--- config.mk ---
export PLATFORM = sky130hd
export DESIGN_NAME = npxl_decoder
export DESIGN_NICKNAME = d
export VERILOG_FILES = /design/src/rtl/npxl_decoder.sv
export SDC_FILE = /design/constraint.sdc
export NUM_CORES = 1
export LEC_CHECK = 0
export BUFFER_PORTS_ARGS = -buffer_cell sky130_fd_sc_hd__buf_2
export CAP_MARGIN = 20
export CORE_MARGIN = 5
export CORE_UTILIZATION = 42
export CTS_CLUSTER_DIAMETER = 30
export DETAILED_ROUTE_END_ITERATION = 10
export SKIP_LAST_GASP = 1
export SLEW_MARGIN = 20
export SYNTH_ARGS = -nofsm -noshare
export SYNTH_HDL_FRONTEND = slang
export SYNTH_SLANG_ARGS = --single-unit
--- constraint.sdc ---
create_clock -name i_clk -period 3.8 [get_ports i_clk]
set_clock_uncertainty 0.15 [all_clocks]
set_input_delay 0.76 -clock i_clk [delete_from_list [all_inputs] [get_ports i_clk]]
set_output_delay 0.76 -clock i_clk [all_outputs]
set_load 0.01 [all_outputs]
--- src/rtl/npxl_decoder.sv ---
`default_nettype none
// ============================================================================
// Module      : npxl_decoder
// Description : WS2812 (NeoPixel) serial line decoder. Measures high/low
//               times on the synchronized data line, assembles 24-bit GRB
//               pixels, tracks the pixel position within a frame and flags
//               latch gaps and protocol errors.
// Revision    : 1.0 - initial release
// ============================================================================
module npxl_decoder #(
    parameter int LEDS     = 20,
    parameter int ADDR     = 8,
    parameter int T_THRESH = 30,
    parameter int T_HMIN   = 5,
    parameter int T_HMAX   = 60,
    parameter int T_LATCH  = 2500
) (
    input  logic            i_clk,
    input  logic            i_rst_n,
    input  logic            i_npxl_data,
    output logic [23:0]     o_pixel,
    output logic [ADDR-1:0] o_index,
    output logic            o_valid,
    output logic            o_frame_done,
    output logic            o_err
);

    localparam int CW = $clog2(T_LATCH + 1);
    localparam int PW = $clog2(LEDS + 1);

    localparam logic [1:0] S_SYNC = 2'd0;
    localparam logic [1:0] S_LOW  = 2'd1;
    localparam logic [1:0] S_HIGH = 2'd2;

    localparam logic [CW-1:0] c_LATCH    = CW'(T_LATCH);
    localparam logic [CW-1:0] c_LATCH_M1 = CW'(T_LATCH - 1);
    localparam logic [CW-1:0] c_HMIN     = CW'(T_HMIN);
    localparam logic [CW-1:0] c_HMAX     = CW'(T_HMAX);
    localparam logic [CW-1:0] c_THRESH   = CW'(T_THRESH);
    localparam logic [PW-1:0] c_LEDS     = PW'(LEDS);

    logic          r_sync1, r_sync2;
    logic [1:0]    r_state, w_next;
    logic [CW-1:0] r_cnt;
    logic [4:0]    r_bit_cnt;
    logic [PW-1:0] r_pix_cnt;
    logic [22:0]   r_shift;

    logic w_din;
    logic w_latch, w_short, w_long, w_bit_ok, w_bit_val;
    logic w_pix_done, w_overflow;
    logic w_err_set, w_done_set, w_valid_set;

    assign w_din = r_sync2;

    // Two-flop synchronizer for the asynchronous data line
    always_ff @(posedge i_clk or negedge i_rst_n) begin
        if (!i_rst_n) begin
            r_sync1 <= 1'b0;
            r_sync2 <= 1'b0;
        end else begin
            r_sync1 <= i_npxl_data;
            r_sync2 <= r_sync1;
        end
    end

    // FSM state register
    always_ff @(posedge i_clk or negedge i_rst_n) begin
        if (!i_rst_n) r_state <= S_SYNC;
        else          r_state <= w_next;
    end

    // FSM next-state decode; the line level alone implies the edge per state
    always_comb begin
        w_next = r_state;
        case (r_state)
            S_SYNC: if (!w_din && (r_cnt == c_LATCH_M1)) w_next = S_LOW;
            S_LOW:  if (w_din) w_next = S_HIGH;
            S_HIGH: begin
                if (!w_din)                 w_next = (r_cnt < c_HMIN) ? S_SYNC : S_LOW;
                else if (r_cnt == c_HMAX)   w_next = S_SYNC;
            end
            default: w_next = S_SYNC;
        endcase
    end

    // FSM output decode: bit, pixel, gap and error events for this cycle
    always_comb begin
        w_latch     = (r_state == S_LOW)  && !w_din && (r_cnt == c_LATCH_M1);
        w_short     = (r_state == S_HIGH) && !w_din && (r_cnt <  c_HMIN);
        w_long      = (r_state == S_HIGH) &&  w_din && (r_cnt == c_HMAX);
        w_bit_ok    = (r_state == S_HIGH) && !w_din && (r_cnt >= c_HMIN);
        w_bit_val   = (r_cnt >= c_THRESH);
        w_pix_done  = w_bit_ok && (r_bit_cnt == 5'd23);
        w_overflow  = w_pix_done && (r_pix_cnt == c_LEDS);
        w_valid_set = w_pix_done && !w_overflow;
        w_err_set   = w_short || w_long || w_overflow || (w_latch && (r_bit_cnt != 5'd0));
        w_done_set  = w_latch && ((r_pix_cnt != '0) || (r_bit_cnt != 5'd0));
    end

    // Shared timing counter: low run in SYNC/LOW, high run in HIGH; saturates
    always_ff @(posedge i_clk or negedge i_rst_n) begin
        if (!i_rst_n) begin
            r_cnt <= '0;
        end else begin
            case (r_state)
                S_SYNC: begin
                    if (w_din || (w_next == S_LOW)) r_cnt <= '0;
                    else if (r_cnt != c_LATCH)      r_cnt <= r_cnt + 1'b1;
                end
                S_LOW: begin
                    if (w_din)                 r_cnt <= CW'(1);
                    else if (r_cnt != c_LATCH) r_cnt <= r_cnt + 1'b1;
                end
                S_HIGH: begin
                    if (!w_din || w_long)      r_cnt <= '0;
                    else if (r_cnt != c_LATCH) r_cnt <= r_cnt + 1'b1;
                end
                default: r_cnt <= '0;
            endcase
        end
    end

    // Bit/pixel assembly, frame position tracking and registered pulses
    always_ff @(posedge i_clk or negedge i_rst_n) begin
        if (!i_rst_n) begin
            r_bit_cnt    <= 5'd0;
            r_pix_cnt    <= '0;
            r_shift      <= '0;
            o_pixel      <= '0;
            o_index      <= '0;
            o_valid      <= 1'b0;
            o_err        <= 1'b0;
            o_frame_done <= 1'b0;
        end else begin
            o_valid      <= w_valid_set;
            o_err        <= w_err_set;
            o_frame_done <= w_done_set;

            if ((r_state == S_SYNC) && (w_next == S_LOW)) begin
                r_bit_cnt <= 5'd0;
                r_pix_cnt <= '0;
            end else if (w_short || w_long) begin
                r_bit_cnt <= 5'd0;
            end else if (w_latch) begin
                r_bit_cnt <= 5'd0;
                r_pix_cnt <= '0;
            end else if (w_bit_ok) begin
                r_shift <= {r_shift[21:0], w_bit_val};
                if (w_pix_done) begin
                    r_bit_cnt <= 5'd0;
                    // A pixel beyond the frame length is dropped; count stays at LEDS
                    if (!w_overflow) begin
                        o_pixel   <= {r_shift, w_bit_val};
                        o_index   <= ADDR'(r_pix_cnt);
                        r_pix_cnt <= r_pix_cnt + 1'b1;
                    end
                end else begin
                    r_bit_cnt <= r_bit_cnt + 1'b1;
                end
            end
        end
    end

endmodule
`default_nettype wire

* Word-level counts from Yosys, hierarchy flattened *
Index checks and enable logic that the tools add are counted.
Widths: inputs -> output; s select.

storage, ports and cells
  bits in registers = 81
  input port bits = 3
  output and inout port bits = 35
  logic and storage cells = 85

cells by class
  $add $sub $neg = 3
  magnitude comparators = 3
  eq/ne operators = 10
  multiplexer cells = 22
  bitwise operators = 4
  reduce and logical (&&, ||, !) cells = 31

operators with widths
  kind                   count
  $mux 5                 11
  $mux 12                4
  $pmux 12 s3            1
  $logic_and 1x1->1      14
  $add 12x1->12 const B  1
  $eq 12x12->1 const B   1
  $eq 12x6->1 const B    1
  $ge 12x3->1 const B    1
  $ge 12x5->1 const B    1
  $lt 12x3->1 const B    1
  $ne 12x12->1 const B   1
  $add 5x1->5 const B    2
  $eq 5x5->1 const B     2
  $reduce_bool 5->1      2
  $mux 2                 4
  $reduce_and 4->1       2
  $logic_or 1x1->1       6
  $pmux 2 s3             1
  $reduce_and 6->1       1
  $reduce_bool 3->1      2
  $eq 2x1->1 const B     2
  $not 1->1              4
  $reduce_bool 4->1      1
  $ne 3x2->1 const B     1
  other kinds (5)        6

* Longest topological paths before layout *
  depth in word-level cells = 11
  depth in mapped cells = 9
  gate-level depth less buffers = 7

* Worst setup path after synthesis *
OpenSTA, ideal clock, no wires.

  path kind = flip-flop to flip-flop
  from = reg r_cnt[3]
  to = reg r_cnt[3]
  setup time = 0.119 ns
  data arrival time = 1.895 ns
  data required time = 3.531 ns
  path slack = 1.637 ns
  stages on the path, launching flop included = 7
  path buffers = 1
  clock period less this slack = 2.163 ns
  path through = dfrtp_1 > or3_1 > or3_4 > or3_1 > a21oi_2 > buf_4 > nor2_1

between the ends
  longest elaborated chain between the ends = 8
  elaborated cells between the ends (all ways) = 20
  those cells by class = 1 x add/sub; 1 x order compare; 4 x eq/ne; 10 x mux; 4 x reduce/logical

ends and longest elaborated chain
  element                                    line    RTL
  start: declaration                         44      logic [CW-1:0] r_cnt;
  start signal: assignment                   109     else if (r_cnt != c_LATCH) r_cnt <= r_cnt + 1'b1;
  start signal: assignment                   113     else if (r_cnt != c_LATCH) r_cnt <= r_cnt + 1'b1;
  start signal: assignment                   117     else if (r_cnt != c_LATCH) r_cnt <= r_cnt + 1'b1;
  $lt 12x3->1, or another cell as far along  80      if (!w_din) w_next = (r_cnt < c_HMIN) ? S_SYNC : S_LOW;
  $mux 1, or another cell as far along       80
  $mux 2, on equally long branches           80, 77
  $pmux 2 s3                                 76      case (r_state)
  $eq 2x1->1                                 108     if (w_din || (w_next == S_LOW)) r_cnt <= '0;
  $logic_or 1x1->1                           108
  $mux 12                                    108
  $pmux 12 s3 *                              106     case (r_state)

Mark *: on every way between the ends. The rest lies on a longest branch, timed or not.
A chain may end at the register's enable or synchronous reset.

* Worst setup path after layout *
  from = reg r_sync2
  to = reg r_pix_cnt[4]

between the ends
  longest elaborated chain between the ends = 8
  elaborated cells between the ends (all ways) = 26
  those cells by class = 3 x eq/ne; 7 x mux; 16 x reduce/logical

ends and longest elaborated chain
  element                                             line  RTL
  start: declaration                                  42    logic r_sync1, r_sync2;
  start signal: assignment                            63    r_sync2 <= r_sync1;
  $logic_not 1->1                                     --
  $logic_and 1x1->1                                   77    S_SYNC: if (!w_din && (r_cnt == c_LATCH_M1)) w_next = S_LOW;
  $mux 2                                              77
  $pmux 2 s3                                          76
  $eq 2x1->1                                          140   if ((r_state == S_SYNC) && (w_next == S_LOW)) begin
  $logic_and 1x1->1                                   140
  $ne 3x2->1 (no line), or another cell as far along  --
  $reduce_and 4->1 (no line)                          --
  end signal: assignment                              156   r_pix_cnt <= r_pix_cnt + 1'b1;
  end: declaration                                    46    logic [PW-1:0] r_pix_cnt;

Several ways; a longest one is shown, not always the timed one. The select of a mux whose other input is x is not followed.

==> results_dict.tcl <==
set metrics [dict create \
    drt-total-wl_um 7050 \
    avgSynthCellArea_um2 10.3 \
    crit_chain "or3b_1, nor3b_2, o21ai_2, buf_4, or3_1, a21oi_1" \
    hold_viol 0 \
    coreArea_um2 8590 \
    fp.dieW_um 103 \
    area_delta_synth_final_pct 13.0 \
    async_flop_share 1.00 \
    leakage_nw 2.10 \
    grt_overflow_total 0 \
    synth_area_leaders "dfrtp_1 56%, nand2_1 9.6%, mux2_2 6.8%" \
    crit_path_start_kind "flop" \
    r2r_cells 6 \
    layout-drive-gt1-share 0.211 \
    cts_tree "done" \
    crit_arrival_ps 2760 \
    synth.largest_area_cell "dfrtp_1" \
    clk_path_buf_depth 2 \
    via_count 2580 \
    switchingPower_mw 0.370 \
    powerDensity_nw_per_um2 383 \
    numPortBuffers 34 \
    fin_tns_setup_ps 0 \
    cts_root_buf "clkbuf_8" \
    grt_pass1_vias 2517 \
    slew_viol_final 0 \
    status "finished clean" \
    yosysWarnings 0 \
    seq_power_share 0.554 \
    wl_per_cell_um 14.1 \
    cts.sinks 81 \
    grt_use_total 0.146 \
    timing.hold.ws_ps 220 \
    grt_antenna_before_repair 0 \
    crit_fanout 23 \
    synth-seq-area-share 0.558 \
    setup_ws_ps 1170 \
    numCtsBuffers 9 \
    hp-start "r_sync1$_DFF_PN0_" \
    grt_first_pass_wirelength_um 12100 \
    r2r-start "r_sync2$_DFF_PN0_" \
    final-setup-viol-count 0 \
    num_rows 34 \
    ys_seq_elements 81 \
    fmax_mhz 380 \
    ir_worst_vdd_uv 198 \
    fin_crit_sh 0.692 \
    finalCriticalPeriod_ps 2630 \
    ctsResizeCount 0 \
    ys_types 46 \
    drt_iter0_drc 87 \
    grt_max_degree 82 \
    intPower_mw 1.20 \
    whs_path_depth 0 \
    die_y_um 103 \
    cp_slowest_cell "or3b_1" \
    io_pins 38 \
    layout.nets 399 \
    power_mw 1.57 \
    layout_commonest_cell "nand2_1" \
    path_clk_slew_ps 90 \
    ant_nets 0 \
    drcViolationCount 0 \
    synth_top_cell_area_share 0.558 \
    start_util 0.423 \
    critPathKind "reg -> reg" \
    synth-edff-count 0 \
    dr.pass1.iters 4 \
    cap_violations 0 \
    layout_common_cells "93 x nand2_1, 81 x dfrtp_1, 33 x buf_2" \
    postCtsSetupBuffers 0 \
    hpwlAfterDp_um 4710 \
    syn_area_um2 3630 \
    htreeDepth 3 \
    netlist_instances 353 \
    cts_hold_buffers 0 \
    relSlewSlack 0.518 \
    pwr-share-comb 0.027 \
    viasPerCell 5.15 \
    required_ps 3930 \
    place_congestion 0.845 \
    ys.flop_type "dfrtp_1" \
    rsz0062_at_grt "no" \
    antennaDiodeCount 0 \
    r2r_end "r_pix_cnt[4]$_DFFE_PN0P_" \
    endpoint_kind "flop" \
    clock_latency_ps 360 \
    clkPwrFrac 0.420 \
    min_path_type "reg -> reg" \
    hold_end "r_sync2$_DFF_PN0_" \
    critPathMaxStageDelay_ps 520 \
    die_area_um2 10600 \
    tightest_slew_ps 723 \
    swShare 0.235 \
    pre_cts_ws_ps 1200 \
    r2r_setup_slack_ps 1170 \
]
per-stage QoR:
stage                     utilization  cells  instance area [um2]
final                           0.478    501                 4110
after global routing            0.478    501                 4110
after CTS                       0.477    501                 4100
after detailed placement        0.453    485                 3890
after global placement          0.453    485                 3890
after floorplan                     -    355                 3640
power groups by stage:
stage               combinational, mW  clock, mW  sequential (mW)
floorplan                      0.0243          0            0.886
global placement               0.0429          0            0.888
detailed placement             0.0435          0            0.888
CTS                            0.0438      0.682            0.871
global route                   0.0499      0.720            0.872
finish                         0.0421      0.660            0.871
worst max-delay path by stage:
| stage | startpoint | to | slack (ps) |
|---|---|---|---|
| after floorplan | r_cnt[3]$_DFF_PN0_ | r_cnt[3]$_DFF_PN0_ | 1640 |
| after global placement | r_sync2$_DFF_PN0_ | r_pix_cnt[4]$_DFFE_PN0P_ | 1210 |
| after detailed placement | r_cnt[3]$_DFF_PN0_ | r_pix_cnt[3]$_DFFE_PN0P_ | 1200 |
| after CTS | r_sync2$_DFF_PN0_ | r_pix_cnt[4]$_DFFE_PN0P_ | 1170 |
| after global routing | r_cnt[3]$_DFF_PN0_ | r_pix_cnt[3]$_DFFE_PN0P_ | 910 |
| final | r_sync2$_DFF_PN0_ | r_pix_cnt[4]$_DFFE_PN0P_ | 1170 |
synth_stat cells, types with 2 or more instances:
| cell | number |
|---|---|
| or3_1 | 5 |
| o21a_1 | 2 |
| inv_1 | 10 |
| buf_4 | 4 |
| nor3_1 | 5 |
| mux2i_1 | 2 |
| a21oi_1 | 7 |
| and4b_1 | 3 |
| clkbuf_1 | 5 |
| or3b_1 | 2 |
| buf_2 | 6 |
| nor4_2 | 2 |
| nor2_1 | 21 |
| ha_1 | 8 |
| o211ai_1 | 2 |
| nand2_1 | 93 |
| dfrtp_1 | 81 |
| nor2b_1 | 4 |
| mux2_2 | 22 |
| o21ai_0 | 14 |
| nor4_1 | 4 |
| nand2b_1 | 2 |
| xnor2_1 | 3 |
| a31oi_1 | 2 |
| xor2_1 | 7 |
| and3_1 | 3 |
| nand3_1 | 9 |
| nand4_1 | 7 |
routing by layer:
metal,GRT usage,wire [um]
met5,0,0
met4,0.0578,113
met3,0.0332,217
met2,0.221,3400
met1,0.203,3320
state kept, by name, summed over array words and instances, names as in the netlist:
register	count
r_sync1	1
r_shift	23
o_frame_done	1
r_sync2	1
o_index	5
r_bit_cnt	5
o_valid	1
r_state	2
o_pixel	24
o_err	1
r_cnt	12
r_pix_cnt	5
worst max-delay path, delay by kind of cell, from the launching register on:
kind	cells	cell delay, ps
and+or+nand+nor	3	1210
DFF	1	490
AOI/OAI and AO/OA	2	400
buffers and inverters	1	290
cell families after synthesis:
| logic type | count (synthesis) | share of synthesized area |
|---|---|---|
| AND/OR/NAND/NOR | 167 | 0.218 |
| multiplexers | 24 | 0.0737 |
| buffers and inverters | 25 | 0.0320 |
| flip-flops | 81 | 0.558 |
| AO/OA/AOI/OAI | 37 | 0.0658 |
| other | 1 | 0.00103 |
| XOR/XNOR | 10 | 0.0241 |
| adder cells (fa/ha/maj) | 8 | 0.0276 |
final cells by class:
| cell class | count | area, um2 |
|---|---|---|
| Clock buffer | 10 | 138 |
| Timing Repair Buffer | 37 | 199 |
| Clock inverter | 6 | 72.6 |
| Fill cell | 828 | 4490 |
| Tap cell | 108 | 135 |
| Inverter | 10 | 37.5 |
| Multi-Input combinational cell | 249 | 1500 |
| Sequential cell | 81 | 2030 |
(Power assumes the default switching activity.)
